### src/rtl/dp_norm_shift_seq.sv
`default_nettype none
// ============================================================================
// Module      : dp_norm_shift_seq
// Description : Multi-cycle binary64 normalizer feeding the DP rounding stage.
//               It takes a raw sign, a 13-bit signed biased exponent and a
//               57-bit mantissa (carry, hidden, fraction, guard/round/sticky).
//               The mantissa is shifted a bounded amount per cycle until the
//               result is normal, subnormal, zero or overflowed. It then
//               presents {2'b00, exp, frac}, the guard bits and the sign.
// Revision    : 1.0 - initial release
// ============================================================================
module dp_norm_shift_seq (
    input  logic        CLK,
    input  logic        RESET,
    input  logic        VALID_IN,
    output logic        READY_IN,
    input  logic        SIGN_IN,
    input  logic [12:0] EXP_IN,
    input  logic [56:0] MANT_IN,
    output logic        VALID_OUT,
    input  logic        READY_OUT,
    output logic        SIGN_OUT,
    output logic [64:0] EXP_FRAC,
    output logic [2:0]  GUARD_BITS,
    output logic        OVERFLOW
);

    typedef enum logic [1:0] {
        S_IDLE = 2'd0,
        S_NORM = 2'd1,
        S_DONE = 2'd2
    } state_t;

    localparam logic signed [13:0] c_E_ONE  = 14'sd1;
    localparam logic signed [13:0] c_E_MAX  = 14'sd2047;
    localparam logic signed [13:0] c_D_JAM  = 14'sd64;
    localparam logic signed [13:0] c_D_STEP = 14'sd8;

    state_t              r_state;
    state_t              w_state_nxt;

    // Working mantissa and exponent. The exponent is one bit wider than the
    // input, so that the increments from carry and denormalization cannot wrap.
    logic [56:0]         r_m;
    logic signed [13:0]  r_e;
    logic                r_sign;
    logic [56:0]         w_m_nxt;
    logic signed [13:0]  w_e_nxt;

    // Output registers, loaded only on the finalize step
    logic [64:0]         r_exp_frac;
    logic [2:0]          r_guard;
    logic                r_sign_out;
    logic                r_ovf;

    logic                w_accept;
    logic                w_fin;
    logic [10:0]         w_fin_exp;
    logic [51:0]         w_fin_frac;
    logic [2:0]          w_fin_guard;
    logic                w_fin_ovf;

    // Right-shift (denormalize) datapath
    logic signed [13:0]  w_dist;
    logic [3:0]          w_rsh_amt;
    logic [56:0]         w_rsh_mask;
    logic [56:0]         w_rsh_m;
    logic                w_rsh_sticky;

    // Left-shift (normalize) datapath
    logic [3:0]          w_lzc;
    logic signed [13:0]  w_e_room;
    logic [3:0]          w_lsh_amt;

    // Carry-out correction: one position right, with the lost bit jammed into sticky
    logic [56:0]         w_carry_m;

    // Leading-zero count of one byte; an all-zero byte returns 8
    function automatic logic [3:0] f_lzc8(input logic [7:0] b);
        logic [3:0] n;
        casez (b)
            8'b1???????: n = 4'd0;
            8'b01??????: n = 4'd1;
            8'b001?????: n = 4'd2;
            8'b0001????: n = 4'd3;
            8'b00001???: n = 4'd4;
            8'b000001??: n = 4'd5;
            8'b0000001?: n = 4'd6;
            8'b00000001: n = 4'd7;
            default:     n = 4'd8;
        endcase
        return n;
    endfunction

    assign w_accept     = (r_state == S_IDLE) && VALID_IN;

    // Distance to the minimum normal exponent. It is only meaningful when E < 1,
    // so the distance is then at least 1.
    assign w_dist       = c_E_ONE - r_e;
    assign w_rsh_amt    = (w_dist > c_D_STEP) ? 4'd8 : w_dist[3:0];
    assign w_rsh_mask   = (57'd1 << w_rsh_amt) - 57'd1;
    assign w_rsh_m      = r_m >> w_rsh_amt;
    assign w_rsh_sticky = |(r_m & w_rsh_mask);

    // The left shift never takes E below 1. This path runs only when E >= 2,
    // so the room is at least 1.
    assign w_lzc        = f_lzc8(r_m[55:48]);
    assign w_e_room     = r_e - c_E_ONE;
    assign w_lsh_amt    = (w_e_room < $signed({10'd0, w_lzc})) ? w_e_room[3:0] : w_lzc;

    assign w_carry_m    = {1'b0, r_m[56:2], r_m[1] | r_m[0]};

    // State register
    always_ff @(posedge CLK or posedge RESET) begin
        if (RESET) begin
            r_state <= S_IDLE;
        end else begin
            r_state <= w_state_nxt;
        end
    end

    // Next state and one normalization step per cycle. In NORM, the first rule that matches wins.
    always_comb begin
        w_state_nxt = r_state;
        w_m_nxt     = r_m;
        w_e_nxt     = r_e;
        w_fin       = 1'b0;
        w_fin_exp   = 11'd0;
        w_fin_frac  = r_m[54:3];
        w_fin_guard = r_m[2:0];
        w_fin_ovf   = 1'b0;

        case (r_state)
            S_IDLE: begin
                if (VALID_IN) begin
                    w_m_nxt     = MANT_IN;
                    w_e_nxt     = {EXP_IN[12], EXP_IN};
                    w_state_nxt = S_NORM;
                end
            end

            S_NORM: begin
                if (r_m == 57'd0) begin
                    w_fin       = 1'b1;
                    w_fin_frac  = 52'd0;
                    w_fin_guard = 3'd0;
                end else if (r_m[56]) begin
                    w_m_nxt = w_carry_m;
                    w_e_nxt = r_e + c_E_ONE;
                end else if (r_e < c_E_ONE) begin
                    if (w_dist > c_D_JAM) begin
                        // All bits are lost. Only a nonzero marker survives in sticky.
                        w_m_nxt = {56'd0, |r_m};
                        w_e_nxt = c_E_ONE;
                    end else begin
                        w_m_nxt = {w_rsh_m[56:1], w_rsh_m[0] | w_rsh_sticky};
                        w_e_nxt = r_e + $signed({10'd0, w_rsh_amt});
                    end
                end else if (r_e >= c_E_MAX) begin
                    w_fin       = 1'b1;
                    w_fin_exp   = 11'h7FF;
                    w_fin_frac  = 52'd0;
                    w_fin_guard = 3'd0;
                    w_fin_ovf   = 1'b1;
                end else if (r_m[55]) begin
                    w_fin       = 1'b1;
                    w_fin_exp   = r_e[10:0];
                end else if (r_e == c_E_ONE) begin
                    w_fin       = 1'b1;
                    w_fin_exp   = 11'd0;
                end else begin
                    w_m_nxt = r_m << w_lsh_amt;
                    w_e_nxt = r_e - $signed({10'd0, w_lsh_amt});
                end

                if (w_fin) begin
                    w_state_nxt = S_DONE;
                end
            end

            S_DONE: begin
                if (READY_OUT) begin
                    w_state_nxt = S_IDLE;
                end
            end

            default: begin
                w_state_nxt = S_IDLE;
            end
        endcase
    end

    // Work registers and output registers. The outputs change only on finalize, so they hold through DONE.
    always_ff @(posedge CLK or posedge RESET) begin
        if (RESET) begin
            r_m        <= 57'd0;
            r_e        <= 14'sd0;
            r_sign     <= 1'b0;
            r_exp_frac <= 65'd0;
            r_guard    <= 3'd0;
            r_sign_out <= 1'b0;
            r_ovf      <= 1'b0;
        end else begin
            r_m <= w_m_nxt;
            r_e <= w_e_nxt;
            if (w_accept) begin
                r_sign <= SIGN_IN;
            end
            if (w_fin) begin
                r_exp_frac <= {2'b00, w_fin_exp, w_fin_frac};
                r_guard    <= w_fin_guard;
                r_sign_out <= r_sign;
                r_ovf      <= w_fin_ovf;
            end
        end
    end

    assign READY_IN   = (r_state == S_IDLE);
    assign VALID_OUT  = (r_state == S_DONE);
    assign SIGN_OUT   = r_sign_out;
    assign EXP_FRAC   = r_exp_frac;
    assign GUARD_BITS = r_guard;
    assign OVERFLOW   = r_ovf;

endmodule
`default_nettype wire

### config.mk
export PLATFORM = sky130hd
export DESIGN_NAME = dp_norm_shift_seq
export DESIGN_NICKNAME = d
export VERILOG_FILES = /design/src/rtl/dp_norm_shift_seq.sv
export SDC_FILE = /design/constraint.sdc
export NUM_CORES = 1
export LEC_CHECK = 0
export BUFFER_PORTS_ARGS = -buffer_cell sky130_fd_sc_hd__buf_2
export CELL_PAD_IN_SITES_DETAIL_PLACEMENT = 0
export CELL_PAD_IN_SITES_GLOBAL_PLACEMENT = 2
export CORE_MARGIN = 5
export CORE_UTILIZATION = 35
export DETAILED_ROUTE_END_ITERATION = 12
export HOLD_SLACK_MARGIN = 0.03
export PLACE_DENSITY_LB_ADDON = 0.05
export SLEW_MARGIN = 20
export SYNTH_ARGS = -nofsm -noshare
export SYNTH_HDL_FRONTEND = slang
export SYNTH_SLANG_ARGS = --single-unit
export TNS_END_PERCENT = 20
### constraint.sdc
create_clock -name CLK -period 8.3 [get_ports CLK]
set_clock_uncertainty 0.1 [all_clocks]
set_input_delay 1.66 -clock CLK [delete_from_list [all_inputs] [get_ports CLK]]
set_output_delay 1.66 -clock CLK [all_outputs]
set_load 0.01 [all_outputs]
==> qor.yml <==
dr.pass1.iters: 5
die_w_um: 218
num_rows: 76
ant_nets: 0
status: "completed"
nFillCells: 4662
final_nets: 2171
crit_slowest_cell: "dfrtp_1"
setup_viol: 0
cp-start-kind: "flip-flop"
crit_top_cell: "nand2_1"
relSlewSlack: 0.245
dp_hpwl_um: 61800
ys_seq_area_frac: 0.234
rr_worst_depth: 26
async_flop_share: 1.00
wl_met2_um: 35100
arrival_ps: 7050
synth-simple-area-share: 0.204
r2r-start: "r_e[2]$_DFFE_PP0P_"
register_area_mm2: 0.00356
post-cts-setup-buffers: 0
clock_sinks: 142
rsz0062_at_grt: "no"
wire_per_inst_um: 32.2
crit_path_end_kind: "flip-flop"
cts_hold_buffers: 0
grt_pass1_vias: 16800
hold_violations: 0
fmax_mhz: 148
first_iter_violations: 2683
num_vias: 18000
routed_wl_um: 86200
cts_root_buffer: "clkbuf_16"
cts_buffers: 17
crit_type: "reg -> reg"
slew_violations: 0
remaining_drc_errors: 0
min_to: "EXP_FRAC[5]$_DFFE_PP0P_"
overflow: 0
synth_top_family_by_area: "compound AO/OA/AOI/OAI gates"
ys_seq_elements: 142
muxShareOfSynthArea: 0.133
htreeDepth: 4
cts_tree: "yes"
required_ps: 8610
place.port_buffers: 144
place.gp.congestion: 0.990
dieHeight_um: 218
syn_avg_cell_area_um2: 7.37
ys_types: 96
grt_antenna_before_repair: 4
initial_core_util: 0.353
multiInputGateArea_mm2: 0.0106
grtUsageTotal: 0.353
wl_met1_um: 37700
cpPeakStageDelay_ps: 730
cts.path.max_buffers: 2
hold_class: "reg -> reg"
dr_wl_met3_um: 10200
ios: 147
drv_cap: 0
reg2reg_to: "r_e[12]$_DFFE_PP0P_"
synth_ff_type: "dfrtp_1"
drive_gt1_frac: 0.164
yosys_warnings: 0
hold_depth: 2
period_needed_ps: 6740
worstHoldStart: "EXP_FRAC[5]$_DFFE_PP0P_"
top_layer: "met5"
r2r_slack_ps: 1560
via_per_inst: 6.71
post-route-period-util: 0.812
synthToLayoutAreaGrowth_pct: 12.1
syn_area_mm2: 0.0152
die_area_mm2: 0.0477
critPathMaxFanout: 56
synthCells: 2060
grt_start_max_net_pins: 86
core_region_area_mm2: 0.0430
synth_edf_count: 0
setup-tns-final_ps: 0
synthAdderAreaFrac: 0.0145
grt_pass1_wl_um: 124000
cts_resized: 0
clkTransAtPathRegs_ps: 70
worst_pin_slew_ps: 1120
synth_compound_area_frac: 0.323
worstSkewPairLatency_ps: 490
synthXorXnorAreaFrac: 0.0202
## state kept, by name, summed over array words and instances, names as in the netlist
register,cells
EXP_FRAC,63
r_m,57
r_e,14
GUARD_BITS,3
r_state,2
OVERFLOW,1
SIGN_OUT,1
r_sign,1
## critical path, delay by kind of cell (launching register included)
| kind | cells | cell delay, ps |
|---|---|---|
| DFF | 1 | 730 |
| and+or+nand+nor | 9 | 1400 |
| muxes | 1 | 250 |
| adders and majority gates | 3 | 1130 |
| xor gates and xnor gates | 1 | 300 |
| AOI/OAI and AO/OA | 7 | 1730 |
| buffers and inverters | 5 | 1020 |
## final cells by class
type | instances | share of cell area
clock inverters | 12 | 0.00948
diodes | 1 | 0.000147
flip-flops and latches | 142 | 0.209
clock buffers | 20 | 0.0262
well taps | 585 | 0.0430
repair buffers | 227 | 0.0789
inverters | 37 | 0.00845
multi-input cells | 1654 | 0.625
## cells by family (layout without fill, tap and decap cells)
family,Yosys count,count (layout)
AOI/OAI and AO/OA,743,743
and+or+nand+nor,670,670
buffers and inverters,266,296
muxes,186,186
DFF,142,142
xor gates and xnor gates,35,35
adders and majority gates,17,17
other,1,4
## placed cells by master (no fill, tap or decap), drive strengths merged, types with 9 or more instances in the layout
| cell | n |
|---|---|
| a211oi | 32 |
| a21o | 18 |
| a21oi | 158 |
| a221oi | 34 |
| a22o | 19 |
| a22oi | 51 |
| a2bb2oi | 15 |
| a31oi | 22 |
| and3 | 26 |
| buf | 227 |
| clkbuf | 20 |
| dfrtp | 142 |
| ha | 16 |
| inv | 35 |
| mux2 | 29 |
| mux2i | 149 |
| nand2 | 287 |
| nand2b | 15 |
| nand3 | 53 |
| nand4 | 17 |
| nor2 | 153 |
| nor2b | 9 |
| nor3 | 36 |
| nor4 | 24 |
| o211ai | 27 |
| o21a | 11 |
| o21ai | 193 |
| o221ai | 24 |
| o22ai | 42 |
| or3 | 22 |
| xnor2 | 18 |
| xor2 | 17 |
## metal layers
layer | track usage | vias up
met1 | 0.522 | 8865
met3 | 0.0892 | 159
met5 | 0 | -
met4 | 0.131 | 2
met2 | 0.491 | 1223
li1 | - | 7721
## cell usage after synthesis (6+ instances only)
cell	number	share of area
a2111oi_0	8	0.0046
a211o_1	8	0.0046
a211oi_1	32	0.016
a21o_1	18	0.0089
a21oi_1	156	0.051
a221o_1	7	0.0046
a221oi_1	33	0.019
a22o_1	19	0.011
a22oi_1	51	0.025
a2bb2oi_1	15	0.0086
a31oi_1	22	0.0091
a32oi_1	8	0.0046
a41oi_1	6	0.0035
and3_1	26	0.011
buf_1	22	0.0054
buf_2	27	0.0089
buf_4	9	0.0044
clkbuf_1	167	0.041
dfrtp_1	142	0.23
ha_1	16	0.013
inv_1	32	0.0079
mux2_2	29	0.021
mux2i_1	147	0.097
mux4_2	8	0.012
nand2_1	284	0.070
nand2b_1	15	0.0062
nand3_1	53	0.017
nand4_1	17	0.0070
nor2_1	151	0.037
nor2b_1	9	0.0037
nor3_1	35	0.012
nor4_1	21	0.0086
o211ai_1	27	0.013
o21a_1	11	0.0054
o21ai_0	188	0.062
o221ai_1	24	0.014
o22a_1	8	0.0046
o22ai_1	42	0.017
o2bb2ai_1	6	0.0035
o31ai_1	7	0.0035
or3_1	21	0.0086
xnor2_1	18	0.010
xor2_1	17	0.0098
## how the worst max path moves through the flow
stage                        from             endpoint  slack, ps  depth (start not counted)
2_1_floorplan  r_e[1]$_DFFE_PP0P_   r_e[7]$_DFFE_PP0P_       1570                         28
3_3_place_gp   r_e[2]$_DFFE_PP0P_  r_e[12]$_DFFE_PP0P_       1840                         26
3_5_place_dp   r_e[2]$_DFFE_PP0P_  r_e[12]$_DFFE_PP0P_       1660                         26
4_1_cts        r_e[2]$_DFFE_PP0P_  r_e[12]$_DFFE_PP0P_       1630                         26
5_1_grt        r_e[2]$_DFFE_PP0P_  r_e[12]$_DFFE_PP0P_       1100                         26
6_report       r_e[2]$_DFFE_PP0P_  r_e[12]$_DFFE_PP0P_       1560                         26
## metrics by stage
stage	instance area [µm²]	hold slack, ps	utilization	worst slack, ps	instances
global route	17000	394	0.396	1100	2677
floorplan	15200	375	-	1570	2062
global placement	16400	356	0.382	1840	2645
detailed placement	16400	365	0.382	1660	2645
CTS	17000	378	0.396	1630	2677
finish	17000	369	0.396	1560	2678
Power is not shown: default switching activity piles up to over one toggle a cycle in this logic, so the estimate is an artifact.
